===== src/rtl/write_to_ddr3.sv =====
// Frame writer: drains a show-ahead pixel FIFO into one of two DDR3 frame
// buffers as 4-beat Avalon bursts and ping-pongs between the two buffers.
// Optional macro WRITE_TEST_PORT_EN adds a single-beat test write port.
module write_to_ddr3 #(
  parameter int unsigned IMAGE_WIDTH  = 1280,
  parameter int unsigned IMAGE_HEIGHT = 1024
) (
  input  logic         ddr3_clk,
  input  logic         ddr3_reset_n,
  input  logic         frame_start,
  input  logic [127:0] data_fifo_rd_data,
  input  logic [8:0]   data_fifo_usedw,
  output logic         data_fifo_rd,
  input  logic [25:0]  ddr3_buffer0_offset,
  input  logic [25:0]  ddr3_buffer1_offset,
  input  logic         clear_buffer0,
  input  logic         clear_buffer1,
  output logic         buffer0_full,
  output logic         buffer1_full,
  input  logic         ddr3_avl_ready,
  output logic         ddr3_avl_burstbegin,
  output logic         ddr3_avl_write_req,
  output logic [2:0]   ddr3_avl_size,
  output logic [25:0]  ddr3_avl_addr,
  output logic [127:0] ddr3_avl_wdata,
  output logic [15:0]  ddr3_avl_be
`ifdef WRITE_TEST_PORT_EN
  ,
  input  logic         test_wr,
  input  logic [31:0]  test_addr,
  input  logic [127:0] test_wr_data,
  output logic         wr_finish
`endif
);

  localparam int unsigned LAST_BURST = ((IMAGE_WIDTH * IMAGE_HEIGHT) >> 2) - 1;
  localparam int unsigned BURST_W    = (LAST_BURST > 0) ? $clog2(LAST_BURST + 1) : 1;

  typedef enum logic [1:0] {
    IDLE        = 2'd0,
    WAIT_DATA   = 2'd1,
    WRITE_BURST = 2'd2
`ifdef WRITE_TEST_PORT_EN
    , TEST_WRITE = 2'd3
`endif
  } state_e;

  state_e               state_q, state_d;
  logic [25:0]          addr_q, addr_d;
  logic [BURST_W-1:0]   burst_count_q, burst_count_d;
  logic [1:0]           beat_q, beat_d;
  logic                 buffer_sel_q, buffer_sel_d;
  logic                 buf0_full_q, buf0_full_d;
  logic                 buf1_full_q, buf1_full_d;
  logic                 write_req_q, write_req_d;
  logic                 burstbegin_q, burstbegin_d;
  logic [2:0]           size_q, size_d;
  logic [15:0]          be_q, be_d;
  logic                 accept;
  logic                 sel_full;

`ifdef WRITE_TEST_PORT_EN
  logic [127:0]         test_wdata_q, test_wdata_d;
  logic                 wr_finish_q, wr_finish_d;
  logic                 unused_test_addr;
  assign unused_test_addr = ^test_addr[31:26];
`endif

  assign accept   = write_req_q & ddr3_avl_ready;
  assign sel_full = buffer_sel_q ? buf1_full_q : buf0_full_q;

  // Next-state and next-output computation
  always_comb begin
    state_d       = state_q;
    addr_d        = addr_q;
    burst_count_d = burst_count_q;
    beat_d        = beat_q;
    buffer_sel_d  = buffer_sel_q;
    buf0_full_d   = buf0_full_q & ~clear_buffer0;
    buf1_full_d   = buf1_full_q & ~clear_buffer1;
    write_req_d   = write_req_q;
    burstbegin_d  = burstbegin_q;
    size_d        = size_q;
    be_d          = be_q;
`ifdef WRITE_TEST_PORT_EN
    test_wdata_d  = test_wdata_q;
    wr_finish_d   = 1'b0;
`endif
    case (state_q)
      IDLE: begin
`ifdef WRITE_TEST_PORT_EN
        if (test_wr) begin
          state_d      = TEST_WRITE;
          addr_d       = test_addr[25:0];
          test_wdata_d = test_wr_data;
          write_req_d  = 1'b1;
          burstbegin_d = 1'b1;
          size_d       = 3'b001;
          be_d         = '1;
        end else
`endif
        if (frame_start && !sel_full) begin
          state_d       = WAIT_DATA;
          addr_d        = buffer_sel_q ? ddr3_buffer1_offset : ddr3_buffer0_offset;
          burst_count_d = '0;
          beat_d        = 2'd0;
        end
      end
      WAIT_DATA: begin
        if (data_fifo_usedw >= 9'd4) begin
          state_d      = WRITE_BURST;
          beat_d       = 2'd0;
          write_req_d  = 1'b1;
          burstbegin_d = 1'b1;
          size_d       = 3'b100;
          be_d         = '1;
        end
      end
      WRITE_BURST: begin
        if (accept) begin
          beat_d       = beat_q + 2'd1;
          burstbegin_d = 1'b0;
          if (beat_q == 2'd3) begin
            write_req_d = 1'b0;
            size_d      = 3'b000;
            be_d        = '0;
            if (burst_count_q == BURST_W'(LAST_BURST)) begin
              if (buffer_sel_q) buf1_full_d = 1'b1;
              else              buf0_full_d = 1'b1;
              buffer_sel_d = ~buffer_sel_q;
              state_d      = IDLE;
            end else begin
              addr_d        = addr_q + 26'd4;
              burst_count_d = burst_count_q + BURST_W'(1);
              state_d       = WAIT_DATA;
            end
          end
        end
      end
`ifdef WRITE_TEST_PORT_EN
      TEST_WRITE: begin
        if (accept) begin
          write_req_d  = 1'b0;
          burstbegin_d = 1'b0;
          size_d       = 3'b000;
          be_d         = '0;
          wr_finish_d  = 1'b1;
          state_d      = IDLE;
        end
      end
`endif
      default: state_d = IDLE;
    endcase
  end

  // State and output registers
  always_ff @(posedge ddr3_clk or negedge ddr3_reset_n) begin
    if (!ddr3_reset_n) begin
      state_q       <= IDLE;
      addr_q        <= '0;
      burst_count_q <= '0;
      beat_q        <= 2'd0;
      buffer_sel_q  <= 1'b0;
      buf0_full_q   <= 1'b0;
      buf1_full_q   <= 1'b0;
      write_req_q   <= 1'b0;
      burstbegin_q  <= 1'b0;
      size_q        <= 3'b000;
      be_q          <= '0;
`ifdef WRITE_TEST_PORT_EN
      test_wdata_q  <= '0;
      wr_finish_q   <= 1'b0;
`endif
    end else begin
      state_q       <= state_d;
      addr_q        <= addr_d;
      burst_count_q <= burst_count_d;
      beat_q        <= beat_d;
      buffer_sel_q  <= buffer_sel_d;
      buf0_full_q   <= buf0_full_d;
      buf1_full_q   <= buf1_full_d;
      write_req_q   <= write_req_d;
      burstbegin_q  <= burstbegin_d;
      size_q        <= size_d;
      be_q          <= be_d;
`ifdef WRITE_TEST_PORT_EN
      test_wdata_q  <= test_wdata_d;
      wr_finish_q   <= wr_finish_d;
`endif
    end
  end

  // FIFO pop follows each accepted frame beat; write data is the FIFO head
  assign data_fifo_rd        = (state_q == WRITE_BURST) & accept;
`ifdef WRITE_TEST_PORT_EN
  assign ddr3_avl_wdata      = (state_q == TEST_WRITE) ? test_wdata_q : data_fifo_rd_data;
  assign wr_finish           = wr_finish_q;
`else
  assign ddr3_avl_wdata      = data_fifo_rd_data;
`endif
  assign ddr3_avl_write_req  = write_req_q;
  assign ddr3_avl_burstbegin = burstbegin_q;
  assign ddr3_avl_size       = size_q;
  assign ddr3_avl_addr       = addr_q;
  assign ddr3_avl_be         = be_q;
  assign buffer0_full        = buf0_full_q;
  assign buffer1_full        = buf1_full_q;

endmodule


===== config.mk =====
export PLATFORM = sky130hd
export DESIGN_NAME = write_to_ddr3
export DESIGN_NICKNAME = d
export VERILOG_FILES = /design/src/rtl/write_to_ddr3.sv
export SDC_FILE = /design/constraint.sdc
export NUM_CORES = 1
export LEC_CHECK = 0
export BUFFER_PORTS_ARGS = -buffer_cell sky130_fd_sc_hd__buf_2
export CELL_PAD_IN_SITES_DETAIL_PLACEMENT = 1
export CELL_PAD_IN_SITES_GLOBAL_PLACEMENT = 2
export CORE_MARGIN = 2
export CORE_UTILIZATION = 20
export DETAILED_ROUTE_END_ITERATION = 8
export GPL_ROUTABILITY_DRIVEN = 0
export GPL_TIMING_DRIVEN = 0
export PLACE_DENSITY = 0.83
export RECOVER_POWER = 50
export SYNTH_ARGS = -nofsm -noshare
export SYNTH_HDL_FRONTEND = slang
export SYNTH_SLANG_ARGS = --single-unit

===== constraint.sdc =====
create_clock -name ddr3_clk -period 2.49 [get_ports ddr3_clk]
set_input_delay 0.498 -clock ddr3_clk [delete_from_list [all_inputs] [get_ports ddr3_clk]]
set_output_delay 0.498 -clock ddr3_clk [all_outputs]
set_load 0.02 [all_outputs]

* Word level (Yosys, flattened, before mapping)
Index checks and enable logic that the tools add are counted.
W data, S select, Z words.
** Cells by class
- Add/subtract/negate cells :: 3
- Order comparisons :: 1
- Equality and inequality tests :: 9
- Multiplexer cells :: 46
- Bitwise operators :: 7
- Reductions and logical operators :: 12
** Operators with widths (number)
- $mux W26 :: 5
- $mux W19 :: 4
- $pmux W26 S2 :: 1
- $mux W16 :: 3
- $pmux W19 S2 :: 1
- $pmux W16 S2 :: 1
- $add A26 B3 Y26 const B :: 1
- $add A19 B1 Y19 const B :: 1
- $eq A19 B19 Y1 const B :: 1
- $mux W1 :: 16
- $reduce_and A4 Y1 :: 4
- $mux W2 :: 7
- $pmux W2 S3 :: 2
- $ne A2 B2 Y1 const B :: 5
- $ge A9 B3 Y1 const B :: 1
- $mux W3 :: 3
- $pmux W3 S2 :: 1
- $reduce_and A5 Y1 :: 1
- $and A1 B1 Y1 :: 4
- $eq A2 B2 Y1 const B :: 2
- $pmux W1 S2 :: 2
- $reduce_bool A2 Y1 :: 2
- $not A1 Y1 :: 3
- $reduce_and A3 Y1 :: 1
- other kinds (6) :: 6
** Storage, ports and cells
- Register bits :: 73
- Bits of input ports :: 195
- Word-level logic and storage cells :: 89

* Depth between registers and ports, before layout
Gate-level depths: netlist of run 1.
- Depth after elaboration :: 7
- Gate-level depth with buffers :: 9
- Depth with buffers taken out :: 6

* Worst setup path before layout of run 1
No wires, ideal clock.
- Path type :: reg-to-reg
- Start :: reg ddr3_avl_be[14] (netlist name)
- End :: reg burst_count_q[13]
- Data arrival time :: 2.056 ns
- Data required time :: 2.412 ns
- Setup slack :: 0.356 ns
- Stages on the path, launching flop included :: 7
- Clock period less this slack :: 2.134 ns
- Cell sequence :: dfrtp_1 -> nand3_1 -> o22ai_4 -> o31ai_4 -> buf_6 -> or3_1 -> a21oi_1
** RTL lines
- to (signal assigned) :: line 177 : burst_count_q <= burst_count_d;
- to (decl) :: line 50 : logic [BURST_W-1:0] burst_count_q, burst_count_d;

* Final worst setup path of run 1
- Start :: reg burst_count_q[0]
- End :: reg addr_q[21] (netlist: ddr3_avl_addr[21])
** On the way
- Longest elaborated chain between the ends :: 3
** Ends and longest elaborated chain
- $eq A19 B19 Y1 :: line 127 : if (burst_count_q == BURST_W'(LAST_BURST)) begin
- $ne A2 B2 Y1 (no source line)
- $reduce_and A5 Y1 (no source line)
- to (signal assigned) :: line 176 : addr_q <= addr_d;
- to (decl) :: line 49 : logic [25:0] addr_q, addr_d;
Every way passes these cells.
A chain may end at the register's enable or synchronous reset.

==> flow_summary.toml, run 1 <==
[outcome]
status = "finished with violations"
violations = "max-capacitance violations, max-slew violations"

[setup_path]
cp_cell_sequence = "ha_1 -> nand3_2 -> or3_4 -> o31ai_4 -> buf_4 -> a21oi_1 -> o22a_1"
cp_slowest_cell = "o31ai_4"
crit_type = "flip-flop to flip-flop"
worst_ep_required_time_ns = 2.69
crit_fanout = 10
worst_setup_path_start_kind = "flip-flop"
end_kind = "flip-flop"
reg2reg_slack_ns = 0.13
arrival_ns = 2.57
slowest_delay_ns = 0.45

[logic_synthesis]
synth_edf_count = 0
ys_types = 51
yosysTopAreaCell = "dfrtp_1"
synth_most_common_cell = "buf_4"
syn-instance-count = 539
ys_seq_area_share_pct = 30.04
ys_top_cells_by_count = "buf_4, dfrtp_1, a21oi_1"
synth_flop_cell = "dfrtp_1"
synth_xor_area_share_pct = 1.168
ys_async_sr_fraction_pct = 100.0
synth_simple_gate_area_share_pct = 17.47
syn_avg_cell_area_um2 = 8.345
ys_ff_latch = 54
synth_top_family_by_area = "buffers and inverters"
synth_area_leaders = "dfrtp_1, buf_4, a21oi_1, o21ai_0, mux2i_1"
synth_compound_area_share_pct = 17.08
synth_mux_area_share_pct = 5.619
synth_top_area_share_pct = 30.04
synth_fa_ha_area_share_pct = 0.8345
syn-cell-area_um2 = 4498
yosysWarnings = 0

[grt]
grt_use_met1_pct = 17.02
antenna_found_initial = 0
grt_pass1_wl_mm = 25.64
grt_usage_pct = 13.56
use_met3_pct = 2.621
use_met2_pct = 24.17
top_usage_layer = "met2"
grt_pass1_vias = 4674
overflow = 0
grt_max_degree = 55

[worst_hold_path]
worstHoldPathType = "input pin to flip-flop"

[timing]
clock.fmax_mhz = 423.1
worstMarginPinSlew_ns = 1.508
min_period_ns = 2.364
finalHoldViolCount = 0
max_slew_margin_pct = -0.5615
setup_ws_ns = 0.1264
slew_viol_final = 55
min_period_over_period_pct = 94.92
rsz0062_at_grt = "no"
setup_viol = 0
clock_skew_ns = 0.01138

[finish]
final_util_pct = 28.03
fill_cells = 2762
drive_above_1_share_pct = 43.16
num-nets-final = 987
area_growth_pct = 36.86
diodes = 0
multi_input_area_um2 = 1907
seq_area_um2 = 1353

[place]
place_ws_ns = -0.1523
place_hpwl_mm = 13.59
port_buffers = 240

[clocking]
clock-root-buffer = "clkbuf_16"
numClockSinks = 54
h-tree-depth = 2
tritoncts = "built"
clk_pin_slew_ns = 0.09
numCtsBuffers = 5
clkLatencyLatePin_ns = 0.31
cts_hold_buf = 0
clk_path_buf_depth = 2

[route]
drtIter0Drc = 206
firstDrtPassIters = 4
drc = 0
ant_nets = 0
dr_total_vias = 4770
routedWlPerCell_um = 16.07
viasPerCell = 4.458
drt_wl_total_mm = 17.19

[flow_run]
maxCapViolations = 1

[die]
core_um2 = 21960
die_y_um = 154.0
die_area_um2 = 23710
rows = 54
start_util_pct = 20.48
dieWidth_um = 154.0
ioPinCount = 373

[pwr]
ir_worst_vdd_uv = 359.7
finalPower_mw = 5.197
p_leak_nw = 2.834
p_per_area_nw_per_um2 = 844.2
==> layer usage <==
metal	routed length, um	vias to the layer above
met1	7133	2288
li1	-	2264
met4	141	0
met2	8657	212
met3	1259	6
met5	0	-
==> final cells by class <==
| class | instances | share of cell area [%] |
|---|---|---|
| clock buffer | 5 | 2.033 |
| multi-input combinational | 307 | 30.98 |
| timing repair buffer | 243 | 18.09 |
| clock inverter | 3 | 0.7724 |
| inverter | 9 | 0.5488 |
| sequential | 54 | 21.97 |
| buffer | 169 | 19.92 |
| tap | 280 | 5.691 |
==> critical path: cells and delay by family, from the launching register on <==
family                     cells  cell delay (ns)
DFF                            1             0.40
and+or+nand+nor                2             0.58
buffers and inverters          1             0.29
adders and majority gates      1             0.23
AOI/OAI and AO/OA              3             0.75
==> logic make-up after synthesis <==
logic type,count (synthesis)
other,1
multiplexers,24
XOR/XNOR,6
buffers and inverters,179
adder cells (fa/ha/maj),3
AO/OA/AOI/OAI,123
AND/OR/NAND/NOR,149
flip-flops,54
==> what timing repair did <==
item | in CTS | in global routing
hold endpoints to repair | 0 | 0
gates resized for setup | 6 | 6
setup buffers | 1 | 2
endpoints found under the setup margin | 26 | 33
pin swaps | 1 | 1
==> power breakdown <==
group          internal (mW)  switching [mW]
registers               1.13           0.360
logic                   1.11            1.74
clock network          0.484           0.378
total                   2.72            2.47
==> per-stage QoR <==
step                      instances  hold slack [ns]  TNS, ns  instance area, um2
after CTS                      1069           0.3020        0                6250
after detailed placement       1060           0.4741  -0.9681                6056
after global routing           1070           0.3541        0                6156
after global placement         1060           0.4568   -1.474                6053
final                          1070           0.3629        0                6156
after floorplan                 540           0.2024        0                4502
==> placed cells by master (no fill, tap or decap), types with 4 or more instances in the layout <==
cell type | synthesis | routed
xnor2_1 | 4 | 4
nand4_1 | 12 | 12
dfrtp_1 | 54 | 53
mux2i_1 | 14 | 14
o22ai_1 | 4 | 4
o21ai_0 | 34 | 34
nor2_1 | 22 | 21
a211oi_1 | 5 | 5
o22a_1 | 6 | 6
clkbuf_1 | 11 | 96
buf_2 | 6 | 155
nand2_1 | 30 | 30
inv_1 | 9 | 9
a21oi_1 | 43 | 43
mux2_2 | 10 | 10
o31ai_1 | 4 | 4
a31oi_1 | 7 | 7
buf_4 | 149 | 155
clkbuf_16 | 0 | 5
nand3_1 | 23 | 23
and3_1 | 11 | 11
nor2b_1 | 6 | 6
nor3_1 | 12 | 12
or3_1 | 14 | 14
==> final timing paths <==
| kind | from | to | depth (start not counted) |
|---|---|---|---|
| worst max-delay path | burst_count_q[0] | ddr3_avl_addr[21] | 7 |
| worst min-delay path | clear_buffer0 | buffer0_full | 2 |
| worst max register to register | burst_count_q[0] | ddr3_avl_addr[21] | 7 |
| worst min register to register | ddr3_avl_addr[0] | ddr3_avl_addr[0] | 2 |
| max in group asynchronous | ddr3_reset_n | ddr3_avl_be[14] | 1 |
| min in group asynchronous | ddr3_reset_n | ddr3_avl_addr[0] | 1 |
==> registers in the layout, indices dropped and copies added (netlist names) <==
| signal | flops |
|---|---|
| buffer_sel_q | 1 |
| beat_q | 2 |
| ddr3_avl_be | 1 |
| ddr3_avl_addr | 26 |
| ddr3_avl_burstbegin | 1 |
| burst_count_q | 19 |
| buffer1_full | 1 |
| buffer0_full | 1 |
| state_q | 2 |
(Power assumes the default switching activity.)
==> run 2: changes to the inputs <==
==> config.mk (replaced) <==
export PLATFORM = sky130hd
export DESIGN_NAME = write_to_ddr3
export DESIGN_NICKNAME = d
export VERILOG_FILES = /design/src/rtl/write_to_ddr3.sv
export SDC_FILE = /design/constraint.sdc
export NUM_CORES = 1
export LEC_CHECK = 0
export CELL_PAD_IN_SITES_DETAIL_PLACEMENT = 1
export CELL_PAD_IN_SITES_GLOBAL_PLACEMENT = 2
export CORE_AREA = 2 2 145 147
export DETAILED_ROUTE_END_ITERATION = 8
export DIE_AREA = 0 0 147 149
export DONT_BUFFER_PORTS = 1
export GPL_ROUTABILITY_DRIVEN = 0
export GPL_TIMING_DRIVEN = 0
export PLACE_DENSITY = 0.59
export RECOVER_POWER = 50
export SYNTH_ARGS = -nofsm -noshare
export SYNTH_HDL_FRONTEND = slang
export SYNTH_SLANG_ARGS = --single-unit
==> run 2 against run 1 <==
The flow still finishes with violations (max-capacitance violations, max-slew violations). Critical path depth is 1 lower. Fmax grew 1.6%. Power is 11% lower. Via count fell by 16%. Combinational power decreased by 30%. Sequential share of layout area rose by 6.7 points. Sequential power is 23% higher. Final cell count shrank 23%. Global-route usage fell by 0.42 points. Register-to-register slack better by 0.04 ns. Worst hold slack got worse by 0.066 ns. Wire length is 9.6% lower.
==> flow_summary.toml, run 2 (same netlist as run 1, synthesis figures left out) <==
[outcome]
status = "finished with violations"
violations = "max-capacitance violations, max-slew violations"

[grt]
antenna_found_initial = 0
overflow = 0
grt_pass1_wl_mm = 22.35
grt_pass1_vias = 3878
grt_max_degree = 55
grt_usage_pct = 13.13

[route]
dr_total_vias = 3983
dr_wl_met3_mm = 1.344
drc = 0
wl_met2_mm = 7.743
drt-met1-wl_mm = 6.269
routed.top_layer = "met4"
routedWlPerCell_um = 18.84
ant_nets = 0
drtIter0Drc = 123
drt_wl_total_mm = 15.54
firstDrtPassIters = 4
viasPerCell = 4.828

[setup_path]
arrival_ns = 2.55
reg2reg_slack_ns = 0.16
crit_type = "flip-flop to flip-flop"
worst_setup_path_start_kind = "flip-flop"
worstRegToRegCells = 6
end_kind = "flip-flop"
cp_cell_sequence = "mux2_2 -> o22ai_4 -> o31ai_4 -> buf_12 -> or4_1 -> a21oi_1"
slowest_delay_ns = 0.61
crit_buf_inv = 1
worst_ep_required_time_ns = 2.71
r2r_start = "buffer_sel_q"
crit_family = "flip-flops"
crit_fanout = 14
rr_endpoint = "burst_count_q[7]"
cp_slowest_cell = "dfrtp_1"

[finish]
largest_reg_flops = 26
layout_common_cells = "clkbuf_1, buf_4, dfrtp_1"
area_growth_pct = 5.202
final_common_cell = "clkbuf_1"
num-nets-final = 747
drive_above_1_share_pct = 18.73
diodes = 0

[pwr]
ir_worst_vdd_uv = 306.9
finalPower_mw = 4.635
p_leak_nw = 1.804
p_per_area_nw_per_um2 = 979.6

[die]
die_y_um = 149
dieWidth_um = 147
ioPinCount = 373
die_area_um2 = 21900
rows = 53
start_util_pct = 21.88
core_um2 = 20560

[worst_hold_path]
min_to = "buffer0_full"
worstHoldPathType = "input pin to flip-flop"
hp-start = "clear_buffer0"
hold_depth = 1

[timing]
max_slew_margin_pct = -1.541
worstMarginPinSlew_ns = 1.523
min_period_ns = 2.327
clock_skew_ns = 0.01265
slew_viol_final = 55
fin_hold_ws_ns = 0.2971
clock.fmax_mhz = 429.8
min_period_over_period_pct = 93.44
finalHoldViolCount = 0
rsz0062_at_grt = "no"
setup_viol = 0

[clocking]
numCtsBuffers = 5
numClockSinks = 54
clock-root-buffer = "clkbuf_16"
tritoncts = "built"
clk_pin_slew_ns = 0.08
h-tree-depth = 2
clk_path_buf_depth = 2
clkLatencyLatePin_ns = 0.30

[flow_run]
maxCapViolations = 1

[place]
place_hpwl_mm = 12.21
port_buffers = 0
run 2: worst register-to-register path, delay by kind of cell (launching register included):
kind | cells | cell delay (ns)
flops | 1 | 0.61
buf+inv | 1 | 0.18
simple gates | 1 | 0.46
mux | 1 | 0.43
compound gates | 3 | 0.57
run 2: layout make-up:
class | instances | area [um2]
Buffer | 168 | 884.6
Clock buffer | 7 | 152.6
Clock inverter | 1 | 8.758
Fill cell | 2459 | 15830
Inverter | 9 | 33.78
Multi-Input combinational cell | 307 | 1912
Sequential cell | 54 | 1356
Tap cell | 275 | 344.1
Timing Repair Buffer | 4 | 40.04
run 2: how the worst max path moves through the flow:
| stage | startpoint | slack [ns] | cells past startpoint | endpoint |
|---|---|---|---|---|
| floorplan | ddr3_avl_be[14] | 0.36 | 6 | burst_count_q[13] |
| global placement | state_q[0] | -0.13 | 7 | ddr3_avl_addr[24] |
| detailed placement | ddr3_avl_be[14] | -0.18 | 7 | ddr3_avl_addr[20] |
| CTS | burst_count_q[0] | 0.07 | 7 | ddr3_avl_addr[21] |
| global route | buffer_sel_q | 0.003 | 7 | ddr3_avl_addr[20] |
| finish | buffer_sel_q | 0.16 | 6 | burst_count_q[7] |
run 2: metrics by stage:
step	setup TNS (ns)	util [%]	worst slack, ns	area (um2)	std cells
floorplan	0	-	0.3564	4502	540
global placement	-1.866	23.57	-0.1322	4846	815
detailed placement	-2.951	23.57	-0.1837	4846	815
CTS	0	24.69	0.06609	5075	826
global route	0	23.02	0.003030	4732	825
finish	0	23.02	0.1633	4732	825
run 2: repair_timing:
item                                    in CTS  in global routing
pin swaps                                    2                  1
buffers inserted                             3                  0
endpoints found under the setup margin      41                 28
hold buffers                                 1                  0
resized for setup                            5                  4
hold endpoints to repair                    54                  0
run 2: report_power, final:
group          switching [mW]  internal, mW  total (mW)  leakage (nW)
clock network           0.359         0.432       0.790        0.0801
registers               0.718          1.12        1.84         0.681
logic                    1.26         0.745        2.00          1.04
total                    2.34          2.30        4.64          1.80
run 2: per-layer routing:
metal | global-route usage [%] | vias to the layer above
met5 | 0 | -
met4 | 2.644 | 0
met3 | 3.486 | 16
met2 | 23.66 | 251
met1 | 15.83 | 1939
li1 | - | 1777
==> run 3: changes to the inputs <==
==> constraint.sdc (replaced) <==
create_clock -name ddr3_clk -period 2.49 [get_ports ddr3_clk]
set_input_delay 0.3735 -clock ddr3_clk [delete_from_list [all_inputs] [get_ports ddr3_clk]]
set_output_delay 0.3735 -clock ddr3_clk [all_outputs]
set_load 0.02 [all_outputs]
==> run 3 against run 2 <==
The run still ends with max-capacitance violations, max-slew violations left. Die area did not move. Global-route usage unchanged. Setup slack better by 0.0073 ns. Count of clock-buffer cells in the layout stayed put. Wire length rose by 0.20%. Design area down 3.1%. Critical path type unchanged.
==> flow_summary.toml, run 3 (same netlist as run 1, synthesis figures left out) <==
[outcome]
status = "finished with violations"
violations = "max-capacitance violations, max-slew violations"

[place]
place_ws_ns = -0.1837
place_hpwl_mm = 12.21
port_buffers = 0

[grt]
grt_usage_pct = 13.13
antenna_found_initial = 0
overflow = 0
grt_max_degree = 55
grt_pass1_wl_mm = 22.37
grt_pass1_vias = 3883

[setup_path]
crit_buf_inv = 1
path_depth = 7
worst_ep_required_time_ns = 2.68
crit_family = "compound AO/OA/AOI/OAI gates"
critPathLaunch = "burst_count_q[1]"
reg2reg_slack_ns = 0.17
cp_slowest_cell = "or3_4"
worstSetupEndpoint = "ddr3_avl_addr[21]"
r2r_start = "burst_count_q[1]"
crit_type = "flip-flop to flip-flop"
cp_cell_sequence = "ha_1 -> nand3_2 -> or3_4 -> o31ai_4 -> clkbuf_4 -> a21oi_1 -> o22a_1"
end_kind = "flip-flop"
worst_setup_path_start_kind = "flip-flop"
arrival_ns = 2.51
slowest_delay_ns = 0.43
crit_fanout = 10
rr_endpoint = "ddr3_avl_addr[21]"
worstRegToRegCells = 7

[die]
die_area_um2 = 21900
core_um2 = 20560
rows = 53
dieWidth_um = 147
start_util_pct = 21.88
die_y_um = 149
ioPinCount = 373

[timing]
setup_ws_ns = 0.1705
min_period_ns = 2.319
setup_viol = 0
final.setup.tns_ns = 0
min_period_over_period_pct = 93.15
worstMarginPinSlew_ns = 1.500
slew_viol_final = 12
clock_skew_ns = 0.01235
clock.fmax_mhz = 431.1
max_slew_margin_pct = -0.02032
rsz0062_at_grt = "no"
finalHoldViolCount = 0

[route]
ant_nets = 0
dr_total_vias = 3981
firstDrtPassIters = 4
drt_wl_total_mm = 15.57
viasPerCell = 4.820
drtIter0Drc = 125
routedWlPerCell_um = 18.85
drc = 0

[clocking]
numClockSinks = 54
numCtsBuffers = 5
clkLatencyLatePin_ns = 0.30
h-tree-depth = 2
clk_path_buf_depth = 2
tritoncts = "built"
clock-root-buffer = "clkbuf_16"
clk_pin_slew_ns = 0.08

[worst_hold_path]
worstHoldPathType = "input pin to flip-flop"

[finish]
layout_common_cells = "clkbuf_1, dfrtp_1, a21oi_1"
fill_cells = 2477
num-nets-final = 748
largest_reg_flops = 26
area_growth_pct = 1.947
drive_above_1_share_pct = 11.25
diodes = 0
final_common_cell = "clkbuf_1"

[pwr]
p_clk_share_pct = 17.2
p_switching_mw = 2.338
power_frac_comb_pct = 42.8
p_sw_share_pct = 50.77
p_per_area_nw_per_um2 = 1004
ir_worst_vdd_uv = 307.3
intPower_mw = 2.267
p_leak_nw = 1.659
seqPwrFrac_pct = 40.0

[flow_run]
maxCapViolations = 1
[run 3: cell count changes in the layout (fill, tap and decap cells not counted)]
cell           previous run  this run
clkbuf_2                  2         3
dlygate4sd3_1             0         1
clkbuf_4                  2         1
clkbuf_1                 95       136
buf_4                    64        23
[run 3: area by class of cell]
class	count	area (um2)	area share, %
plain buffers	168	728.2	15.88
flip-flops and latches	54	1356	29.58
multi-input cells	307	1912	41.69
well taps	275	344.1	7.503
inverters	9	33.78	0.7367
clock inverters	1	8.758	0.1910
repair buffers	5	50.05	1.091
clock buffers	7	152.6	3.329
[run 3: worst min-delay path by stage]
stage | from | to | cells past startpoint
final | clear_buffer0 | buffer0_full | 1
after global placement | ddr3_reset_n | ddr3_avl_addr[0] | 0
after floorplan | ddr3_reset_n | beat_q[0] | 0
after global routing | clear_buffer0 | buffer0_full | 1
after detailed placement | ddr3_reset_n | ddr3_avl_addr[1] | 0
after CTS | clear_buffer0 | buffer0_full | 1
[run 3: what timing repair did]
item                                   4_1_cts  5_1_grt
endpoints found under the hold margin       54        0
setup buffers                                3        0
gates resized for setup                      4        4
pin swaps                                    2        1
setup endpoints to repair                   41       28
hold buffers                                 2        0
[run 3: per-layer routing]
| layer | global-route usage (%) | up-vias | wire length, um |
|---|---|---|---|
| met4 | 2.644 | 0 | 174 |
| li1 | - | 1779 | - |
| met5 | 0 | - | 0 |
| met2 | 23.66 | 248 | 7753 |
| met1 | 15.83 | 1940 | 6264 |
| met3 | 3.486 | 14 | 1377 |
[run 3: stage by stage]
stage	std cells	hold WS, ns	total power, mW	util [%]	instance area [um2]
global placement	815	0.08378	3.878	23.57	4846
floorplan	540	0.07791	3.304	-	4502
finish	826	0.1715	4.605	22.31	4586
detailed placement	815	0.08354	3.906	23.57	4846
global route	826	0.1604	4.923	22.31	4586
CTS	827	0.1612	4.761	24.72	5082
[run 3: power groups by stage]
stage               logic (mW)  clock network, mW  registers, mW
floorplan                 1.63                  0           1.68
global placement          2.03                  0           1.85
detailed placement        2.04                  0           1.86
CTS                       2.10              0.812           1.85
global route              2.18              0.849           1.90
finish                    1.97              0.793           1.84
